File: config.mk
export PLATFORM = sky130hd
export DESIGN_NAME = conv_transposed_3d_grouped_tap_engine
export DESIGN_NICKNAME = d
export VERILOG_FILES = /design/src/rtl/conv_transposed_3d_grouped_tap_engine.sv
export SDC_FILE = /design/constraint.sdc
export NUM_CORES = 1
export LEC_CHECK = 0
export ABC_AREA = 1
export CAP_MARGIN = 20
export CORE_MARGIN = 3
export CORE_UTILIZATION = 29
export DETAILED_ROUTE_END_ITERATION = 8
export PLACE_DENSITY = 0.56
export SLEW_MARGIN = 10
export SYNTH_ARGS = -nofsm -noshare
export SYNTH_HDL_FRONTEND = slang
export SYNTH_SLANG_ARGS = --single-unit
File: constraint.sdc
create_clock -name clk -period 5.45 [get_ports clk]
set_clock_uncertainty 0.2 [all_clocks]
set_input_delay 0.545 -clock clk [delete_from_list [all_inputs] [get_ports clk]]
set_output_delay 0.545 -clock clk [all_outputs]
set_load 0.005 [all_outputs]
File: src/rtl/conv_transposed_3d_grouped_tap_engine.sv
// conv_transposed_3d_grouped_tap_engine: scatter tap generator for a grouped, strided, padded 3D transposed convolution
module conv_transposed_3d_grouped_tap_engine #(
   parameter int DATA_W = 16,
   parameter int ACC_W  = 32,
   parameter int K      = 3,
   parameter int STRIDE = 2,
   parameter int PAD    = 1,
   parameter int IN_CH  = 4,
   parameter int OUT_CH = 4,
   parameter int GROUPS = 2,
   parameter int OUT_D  = 8,
   parameter int OUT_H  = 8,
   parameter int OUT_W  = 8,
   parameter int CW     = 8,
   parameter int AW     = 12
) (
   input  logic              clk,
   input  logic              rst_n,
   input  logic              in_valid,
   output logic              in_ready,
   input  logic [DATA_W-1:0] in_data,
   input  logic [7:0]        in_ch,
   input  logic [CW-1:0]     in_d,
   input  logic [CW-1:0]     in_h,
   input  logic [CW-1:0]     in_w,
   output logic              w_rd_en,
   output logic [AW-1:0]     w_addr,
   input  logic [DATA_W-1:0] w_data,
   output logic              out_valid,
   input  logic              out_ready,
   output logic [ACC_W-1:0]  out_data,
   output logic              out_keep,
   output logic [7:0]        out_ch,
   output logic [CW:0]       out_d,
   output logic [CW:0]       out_h,
   output logic [CW:0]       out_w,
   output logic              out_last,
   output logic              err_ch
);
   localparam int ICG = IN_CH / GROUPS;
   localparam int OCG = OUT_CH / GROUPS;
   localparam int OB  = (OCG > 1) ? $clog2(OCG) : 1;
   localparam int KB  = (K > 1) ? $clog2(K) : 1;
   localparam int XW  = CW + 8;

   typedef enum logic {IDLE, RUN} state_t;

   // Raw output coordinate of a tap; wide enough that the sign is never lost.
   function automatic logic signed [XW-1:0] tap_coord(input logic [CW-1:0] x, input logic [KB-1:0] k);
      return $signed(XW'(x)) * $signed(XW'(STRIDE)) - $signed(XW'(PAD)) + $signed(XW'(k));
   endfunction

   function automatic logic in_range(input logic signed [XW-1:0] c, input int lim);
      return !c[XW-1] && (c < $signed(XW'(lim)));
   endfunction

   state_t              state_q, state_d;
   logic                rdy_q;
   logic                err_q, err_d;
   logic [DATA_W-1:0]   data_q, data_d;
   logic [7:0]          ch_q, ch_d, g_q, g_d;
   logic [CW-1:0]       d_q, d_d, h_q, h_d, w_q, w_d;
   logic [OB-1:0]       ocl_q, ocl_d;
   logic [KB-1:0]       kd_q, kd_d, kh_q, kh_d, kw_q, kw_d;
   logic                p1_v_q, p1_v_d, p1_keep_q, p1_keep_d, p1_last_q, p1_last_d;
   logic [DATA_W-1:0]   p1_data_q, p1_data_d;
   logic [7:0]          p1_ch_q, p1_ch_d;
   logic [CW:0]         p1_d_q, p1_d_d, p1_h_q, p1_h_d, p1_w_q, p1_w_d;
   logic                o_v_q, o_v_d, o_keep_q, o_keep_d, o_last_q, o_last_d;
   logic [ACC_W-1:0]    o_data_q, o_data_d;
   logic [7:0]          o_ch_q, o_ch_d;
   logic [CW:0]         o_d_q, o_d_d, o_h_q, o_h_d, o_w_q, o_w_d;

   logic                adv, issue, accept, ch_ok, keep_c, last_tap;
   logic                kw_wrap, kh_wrap, kd_wrap, ocl_wrap;
   logic signed [XW-1:0] od_c, oh_c, ow_c;
   logic [7:0]          oc_c;
   logic [AW-1:0]       addr_c;
   logic signed [2*DATA_W-1:0] a_x, b_x, prod_x;

   assign adv      = !o_v_q || out_ready;
   assign issue    = (state_q == RUN) && adv;
   assign in_ready = rdy_q && (state_q == IDLE);
   assign accept   = in_valid && in_ready;
   assign ch_ok    = in_ch < 8'(IN_CH);

   assign kw_wrap  = kw_q == KB'(K - 1);
   assign kh_wrap  = kh_q == KB'(K - 1);
   assign kd_wrap  = kd_q == KB'(K - 1);
   assign ocl_wrap = ocl_q == OB'(OCG - 1);
   assign last_tap = ocl_wrap && kd_wrap && kh_wrap && kw_wrap;

   assign od_c   = tap_coord(d_q, kd_q);
   assign oh_c   = tap_coord(h_q, kh_q);
   assign ow_c   = tap_coord(w_q, kw_q);
   assign keep_c = in_range(od_c, OUT_D) && in_range(oh_c, OUT_H) && in_range(ow_c, OUT_W);
   assign oc_c   = g_q * 8'(OCG) + 8'(ocl_q);
   assign addr_c = (((AW'(ch_q) * AW'(OCG) + AW'(ocl_q)) * AW'(K) + AW'(kd_q)) * AW'(K)
                   + AW'(kh_q)) * AW'(K) + AW'(kw_q);

   // Cropped taps never touch the weight RAM.
   assign w_rd_en = issue && keep_c;
   assign w_addr  = w_rd_en ? addr_c : '0;

   assign a_x    = (2*DATA_W)'($signed(p1_data_q));
   assign b_x    = (2*DATA_W)'($signed(w_data));
   assign prod_x = a_x * b_x;

   assign out_valid = o_v_q;
   assign out_data  = o_data_q;
   assign out_keep  = o_keep_q;
   assign out_ch    = o_ch_q;
   assign out_d     = o_d_q;
   assign out_h     = o_h_q;
   assign out_w     = o_w_q;
   assign out_last  = o_last_q;
   assign err_ch    = err_q;

   // Next state: voxel capture, tap counter walk, and both pipeline stages gated by adv.
   always_comb begin
      state_d   = state_q;
      err_d     = accept && !ch_ok;
      data_d    = data_q;
      ch_d      = ch_q;
      g_d       = g_q;
      d_d       = d_q;
      h_d       = h_q;
      w_d       = w_q;
      ocl_d     = ocl_q;
      kd_d      = kd_q;
      kh_d      = kh_q;
      kw_d      = kw_q;
      p1_v_d    = p1_v_q;
      p1_keep_d = p1_keep_q;
      p1_last_d = p1_last_q;
      p1_data_d = p1_data_q;
      p1_ch_d   = p1_ch_q;
      p1_d_d    = p1_d_q;
      p1_h_d    = p1_h_q;
      p1_w_d    = p1_w_q;
      o_v_d     = o_v_q;
      o_keep_d  = o_keep_q;
      o_last_d  = o_last_q;
      o_data_d  = o_data_q;
      o_ch_d    = o_ch_q;
      o_d_d     = o_d_q;
      o_h_d     = o_h_q;
      o_w_d     = o_w_q;
      if (accept && ch_ok) begin
         state_d = RUN;
         data_d  = in_data;
         ch_d    = in_ch;
         g_d     = in_ch / 8'(ICG);
         d_d     = in_d;
         h_d     = in_h;
         w_d     = in_w;
         ocl_d   = '0;
         kd_d    = '0;
         kh_d    = '0;
         kw_d    = '0;
      end
      if (issue) begin
         kw_d  = kw_wrap ? '0 : kw_q + KB'(1);
         kh_d  = !kw_wrap ? kh_q : (kh_wrap ? '0 : kh_q + KB'(1));
         kd_d  = !(kw_wrap && kh_wrap) ? kd_q : (kd_wrap ? '0 : kd_q + KB'(1));
         ocl_d = !(kw_wrap && kh_wrap && kd_wrap) ? ocl_q : (ocl_wrap ? '0 : ocl_q + OB'(1));
         state_d = last_tap ? IDLE : RUN;
      end
      if (adv) begin
         p1_v_d    = issue;
         p1_keep_d = keep_c;
         p1_last_d = last_tap;
         p1_data_d = data_q;
         p1_ch_d   = oc_c;
         p1_d_d    = od_c[CW:0];
         p1_h_d    = oh_c[CW:0];
         p1_w_d    = ow_c[CW:0];
         o_v_d     = p1_v_q;
         o_keep_d  = p1_keep_q;
         o_last_d  = p1_last_q;
         o_data_d  = p1_keep_q ? ACC_W'(prod_x) : '0;
         o_ch_d    = p1_ch_q;
         o_d_d     = p1_d_q;
         o_h_d     = p1_h_q;
         o_w_d     = p1_w_q;
      end
   end

   // State register; reset empties both stages and holds in_ready low until the first clock after release.
   always_ff @(posedge clk or negedge rst_n) begin
      if (!rst_n) begin
         state_q   <= IDLE;
         rdy_q     <= 1'b0;
         err_q     <= 1'b0;
         data_q    <= '0;
         ch_q      <= '0;
         g_q       <= '0;
         d_q       <= '0;
         h_q       <= '0;
         w_q       <= '0;
         ocl_q     <= '0;
         kd_q      <= '0;
         kh_q      <= '0;
         kw_q      <= '0;
         p1_v_q    <= 1'b0;
         p1_keep_q <= 1'b0;
         p1_last_q <= 1'b0;
         p1_data_q <= '0;
         p1_ch_q   <= '0;
         p1_d_q    <= '0;
         p1_h_q    <= '0;
         p1_w_q    <= '0;
         o_v_q     <= 1'b0;
         o_keep_q  <= 1'b0;
         o_last_q  <= 1'b0;
         o_data_q  <= '0;
         o_ch_q    <= '0;
         o_d_q     <= '0;
         o_h_q     <= '0;
         o_w_q     <= '0;
      end else begin
         state_q   <= state_d;
         rdy_q     <= 1'b1;
         err_q     <= err_d;
         data_q    <= data_d;
         ch_q      <= ch_d;
         g_q       <= g_d;
         d_q       <= d_d;
         h_q       <= h_d;
         w_q       <= w_d;
         ocl_q     <= ocl_d;
         kd_q      <= kd_d;
         kh_q      <= kh_d;
         kw_q      <= kw_d;
         p1_v_q    <= p1_v_d;
         p1_keep_q <= p1_keep_d;
         p1_last_q <= p1_last_d;
         p1_data_q <= p1_data_d;
         p1_ch_q   <= p1_ch_d;
         p1_d_q    <= p1_d_d;
         p1_h_q    <= p1_h_d;
         p1_w_q    <= p1_w_d;
         o_v_q     <= o_v_d;
         o_keep_q  <= o_keep_d;
         o_last_q  <= o_last_d;
         o_data_q  <= o_data_d;
         o_ch_q    <= o_ch_d;
         o_d_q     <= o_d_d;
         o_h_q     <= o_h_d;
         o_w_q     <= o_w_d;
      end
   end
endmodule

Yosys cells after proc, flatten, opt, wreduce, memory -nomap -nowiden. Cells that the tools add are included.

Register bits: 189. Word-level logic and storage cells: 103.

Add/sub/neg operators: 15. Multipliers: 4. Magnitude comparators: 4. Equal/unequal tests: 6. Multiplexer cells: 18. Bitwise operators: 1. Reductions and logical operators: 26.

Operator list (count): adder 12 x 2 -> 12 bit (3); adder 10 x 3 -> 11 bit (3); less-than comparator 11 x 5 -> 1 bit, second input constant (3); multiplier 16 x 16 -> 32 bit (1); two-way mux 32 bit (1); subtractor 9 x 1 -> 10 bit, second input constant (3); multiplier 12 x 2 -> 12 bit, second input constant (2); two-way mux 2 bit (9); logical AND 1 bit (16); multiplier 10 x 2 -> 12 bit, second input constant (1); two-way mux 12 bit (1); adder 9 x 1 -> 10 bit (1); adder 8 x 1 -> 8 bit (1); less-than comparator 8 x 3 -> 1 bit, second input constant (1); two-way mux 1 bit (7); adder 2 x 1 -> 2 bit, second input constant (3); == test 2 bit, second input constant (3); inequality test 2 x 1 -> 1 bit, second input constant (3); AND reduction 2 bit (3); zero test 1 bit (5); nonzero test 2 bit (1); adder 1 bit, second input constant (1); logical OR 1 bit (1); inverter 1 bit (1).

Longest topological paths before layout.
Word-level depth: 8. Mapped depth: 30. Mapped depth without buffers: 30.

Worst setup path before layout. No wires, ideal clock.

Path type: reg-to-output. Start point: register ch_q[0]. End point: output w_addr[11]. Arrival: 5313 ps. Data required time: 4705 ps. Path slack: -608 ps. Cell stages (with the launch flop): 30. Path buffers: 0. Cells stage by stage: dfrtp_1 -> fa_1 -> ha_1 -> inv_1 -> fa_1 -> o21ai_0 -> a21oi_1 -> o21ai_0 -> a21oi_1 -> o21bai_1 -> xor2_1 -> inv_1 -> ha_1 -> ha_1 -> inv_1 -> nor3_1 -> nand3_1 -> o2111ai_1 -> xor2_1 -> inv_1 -> ha_1 -> ha_1 -> inv_1 -> nor4_1 -> nand3_1 -> nand3_1 -> nand2_1 -> nand3_1 -> nand3_1 -> nor2_1.

Longest elaborated chain between the ends: 8.

Ends and longest elaborated chain: start, declared (line 61) `logic [7:0] ch_q, ch_d, g_q, g_d;`; start signal, assigned (line 226) `ch_q <= ch_d;`; adder 9 x 1 -> 10 bit (line 98) `assign addr_c = (((AW'(ch_q) * AW'(OCG) + AW'(ocl_q)) * AW'(K) + AW'(kd_q)) * AW'(K)`; multiplier 10 x 2 -> 12 bit (line 98); adder 12 x 2 -> 12 bit (line 98); multiplier 12 x 2 -> 12 bit (line 98); adder 12 x 2 -> 12 bit (line 99) `+ AW'(kh_q)) * AW'(K) + AW'(kw_q);`; multiplier 12 x 2 -> 12 bit (line 99); adder 12 x 2 -> 12 bit (line 99); two-way mux 12 bit (line 103) `assign w_addr = w_rd_en ? addr_c : '0;`; end, declared (line 27) `output logic [AW-1:0] w_addr,`.

Every way passes these cells.

Final worst setup path.
Start point: register kd_q[1]. End point: output w_addr[11].

Longest elaborated chain between the ends: 7.

Ends and longest elaborated chain: start, declared (line 64) `logic [KB-1:0] kd_q, kd_d, kh_q, kh_d, kw_q, kw_d;`; start signal, assigned (line 232) `kd_q <= kd_d;`; branches (longest 6 deep; another with adder 12 x 2 -> 12 bit); two-way mux 12 bit (*) (line 103).

Every way passes the cells marked *.

==> impl_metrics.ini <==
[timing]
rsz0062_at_grt = true
drv_slew = 0
setup_viol = 26
worstMarginPinSlew_ns = 0.849
fin_crit_ns = 6.32
fin_crit_sh_pct = 116
max-slew-margin-rel_pct = 43.4
fmax_ghz = 0.158
hold-worst-slack_ns = 0.264
fin_ws_ns = -0.874
finalHoldViolations = 0

[min_path]
hold_depth = 2
holdPathEnd = out_valid$_DFFE_PN0N_
min_from = p1_v_q$_DFFE_PN0N_
hold_path.class = register to register

[cells_and_area]
fill_cells = 6826
fin_nets = 3467
drive_above_1_share_pct = 26.9
stdcell_count = 3915
regArea_um2 = 4560
multiInputGateArea_um2 = 14900
antenna_cells = 0
syn2layout_area_growth_pct = 39.7

[power]
power.leakage_nw = 14.7
ir_worst_vdd_mv = 1.25
clkPwrFrac_pct = 6.2
p_int_mw = 10.8
power_density_nw_per_um2 = 732
seqPwrFrac_pct = 8.3
power_mw = 20.6
swShare_pct = 47.4
p_comb_share_pct = 85.5
switching_power_mw = 9.74

[setup_path]
crit_family = adder cells
worst_path_largest_cell_delay_ns = 0.54
start_kind = register
r2r_end = out_data[31]$_DFFE_PN0N_
crit_buf_inv = 8
r2r-start = p1_data_q[15]$_DFFE_PN0N_
critPathKind = register to output port
end_kind = output port
cpMaxStageDelayCell = fa_1
r2r_cells = 21
r2r_slack_ns = -0.32
crit_arrival_ns = 5.58
crit_fanout = 3
critPathMostFrequentCell = inv_2
crit_required_ns = 4.70

[clock_tree]
ctsRootBufferMaster = clkbuf_16
clk-insertion-delay-late_ns = 0.46
cts_buffers = 17
cts_buffer_depth = 2
htreeDepth = 4
cts_tree = built
clock_sinks = 182
cts.reportedPaths.clkPinSlew_ns = 0.07

[routing]
drt-initial-drc-count = 935
wl_per_cell_um = 15.2
num_vias = 17161
postRouteAntennaNets = 0
drt-pass1-iter-count = 5
drc = 0
viasPerCell = 4.38
drt-total-wl_um = 59500

[global_route]
antenna_found_initial = 0
grt_pass1_vias = 17852
grtUsageMet1_pct = 22.0
gr-usage-met3_pct = 3.59
overflow = 0
met2_usage_pct = 27.9
grt_pass1_wl_um = 96600
grt.total_usage_pct = 16.7
top_usage_layer = met2
grt_max_degree = 111

[flow_run]
cap_violations = 0

[synth]
syn_inst = 2554
synth_cell_types = 46
syn-num-nets = 3038
ys_warn_count = 0
netlist_area_um2 = 20100
ys_seq_area_share_pct = 22.6
synth_ff_type = dfrtp_1
synth_area_per_cell_um2 = 7.88
async_reset_ff_share_pct = 100
ys_seq_elements = 182
synth_edf_count = 0

[die]
fp.dieW_um = 269
start_util_pct = 29.6
core_um2 = 68000
die_height_um = 269
row_count = 95
ioPinCount = 153
dieArea_um2 = 72600

[run_status]
outcome = complete, but fails checks
violations = negative setup slack

[placement]
io_buffer_count = 152
place_inst = 3788
hpwl_um = 46200
gp_congestion = 0.856
[layer usage]
metal  routed length [um]  part of all wire (%)
met2                28300                    48
met5                    0                     0
met3                 3420                   5.7
met4                 1160                   1.9
met1                26600                    45
[power groups by stage]
stage,Clock (mW),Combinational (mW),Sequential [mW]
final,1.28,17.6,1.72
after global routing,1.36,19.2,1.74
after CTS,1.32,14.8,1.72
after detailed placement,0,12.3,1.74
after global placement,0,12.4,1.74
after floorplan,0,7.49,1.68
[worst max path at each step]
stage,startpoint,to,slack [ns],depth (start not counted)
finish,kd_q[1]$_DFFE_PN0P_,w_addr[11],-0.87,31
global route,kd_q[1]$_DFFE_PN0P_,w_addr[11],-1.28,30
CTS,ch_q[0]$_DFFE_PN0P_,w_addr[11],-0.98,31
detailed placement,w_data[5],out_data[13]$_DFFE_PN0N_,-1.01,26
global placement,w_data[5],out_data[13]$_DFFE_PN0N_,-1.03,26
floorplan,ch_q[0]$_DFFE_PN0P_,w_addr[11],-0.18,29
[state kept, by name, indices dropped and copies added (netlist names), 2 cells and up]
signal     cells
ch_q           8
d_q            8
data_q        16
h_q            8
kd_q           2
kh_q           2
kw_q           2
out_ch         8
out_d          9
out_data      32
out_h          9
out_w          9
p1_ch_q        8
p1_d_q         9
p1_data_q     16
p1_h_q         9
p1_w_q         9
w_q            8
[cell usage after synthesis, types with 8 or more instances]
master	count	area (um2)
fa_1	271	5430
xor2_1	26	228
nor2_1	90	338
a31oi_1	8	50.1
xnor2_1	14	123
nand4_1	15	93.8
nor3_1	17	85.1
ha_1	145	1810
clkbuf_1	88	330
o21ai_0	121	606
inv_1	568	2130
inv_2	9	33.8
a21o_1	9	67.6
dfrtp_1	182	4550
nand2_2	11	68.8
o21bai_1	9	67.6
buf_2	8	40.0
a21oi_1	68	340
nand3_1	74	370
nor2_2	19	119
nand2_1	745	2800
[cells in the final DEF (no fill, tap or decap), types with 17 or more instances in the layout]
cell type and count:
a21oi_1 27, a21oi_2 28, nand2_2 41, nor2_1 75, clkbuf_16 18, nor2_2 24, xor2_1 19, inv_1 478
o21ai_1 27, inv_2 85, o21ai_0 82, ha_4 46, clkdlybuf4s50_1 127, nand2_1 689, nor2_4 17, buf_4 268
buf_12 22, buf_6 61, fa_1 242, nand2_4 25, nand3_1 57, fa_2 29, ha_1 97, dfrtp_1 176
[through the flow]
step	worst slack (ns)	setup TNS (ns)	instance area, um2	utilization [%]
finish	-0.874	-6.91	28100	41.3
global route	-1.28	-12.71	28100	41.3
CTS	-0.981	-7.63	27100	39.8
detailed placement	-1.01	-23.14	25100	36.9
global placement	-1.03	-23.15	25100	36.9
floorplan	-0.184	-0.742	20800	-
[worst min-delay path: cells and delay by family (launching register included)]
family	cells	cell delay, ns
and+or+nand+nor	1	0.06
buffers and inverters	1	0.05
DFF	1	0.33
[cell type report]
cell class,count,share of cell area [%]
multi-input combinational,1694,52.8
clock inverter,12,0.507
sequential,182,16.2
tap,921,4.10
inverter,578,7.85
timing repair buffer,510,16.9
clock buffer,18,1.56
[cell families after synthesis]
family                     after synthesis  share of synthesized area [%]
and+or+nand+nor                        994                           20.2
buffers and inverters                  678                           12.7
adders and majority gates              416                           36.0
AOI/OAI and AO/OA                      243                           6.67
DFF                                    182                           22.6
xor gates and xnor gates                40                           1.74
other                                    1                         0.0186
[timing repair]
| action | in CTS | in global routing |
|---|---|---|
| hold endpoints to repair | 72 | 0 |
| endpoints found under the setup margin | 32 | 31 |
| cloned | 3 | 1 |
| pin swaps | 163 | 219 |
| hold buffers | 1 | 0 |
| buffers inserted | 69 | 34 |
| gates resized for setup | 302 | 205 |
Note: power is estimated with default switching activity, not from simulation.
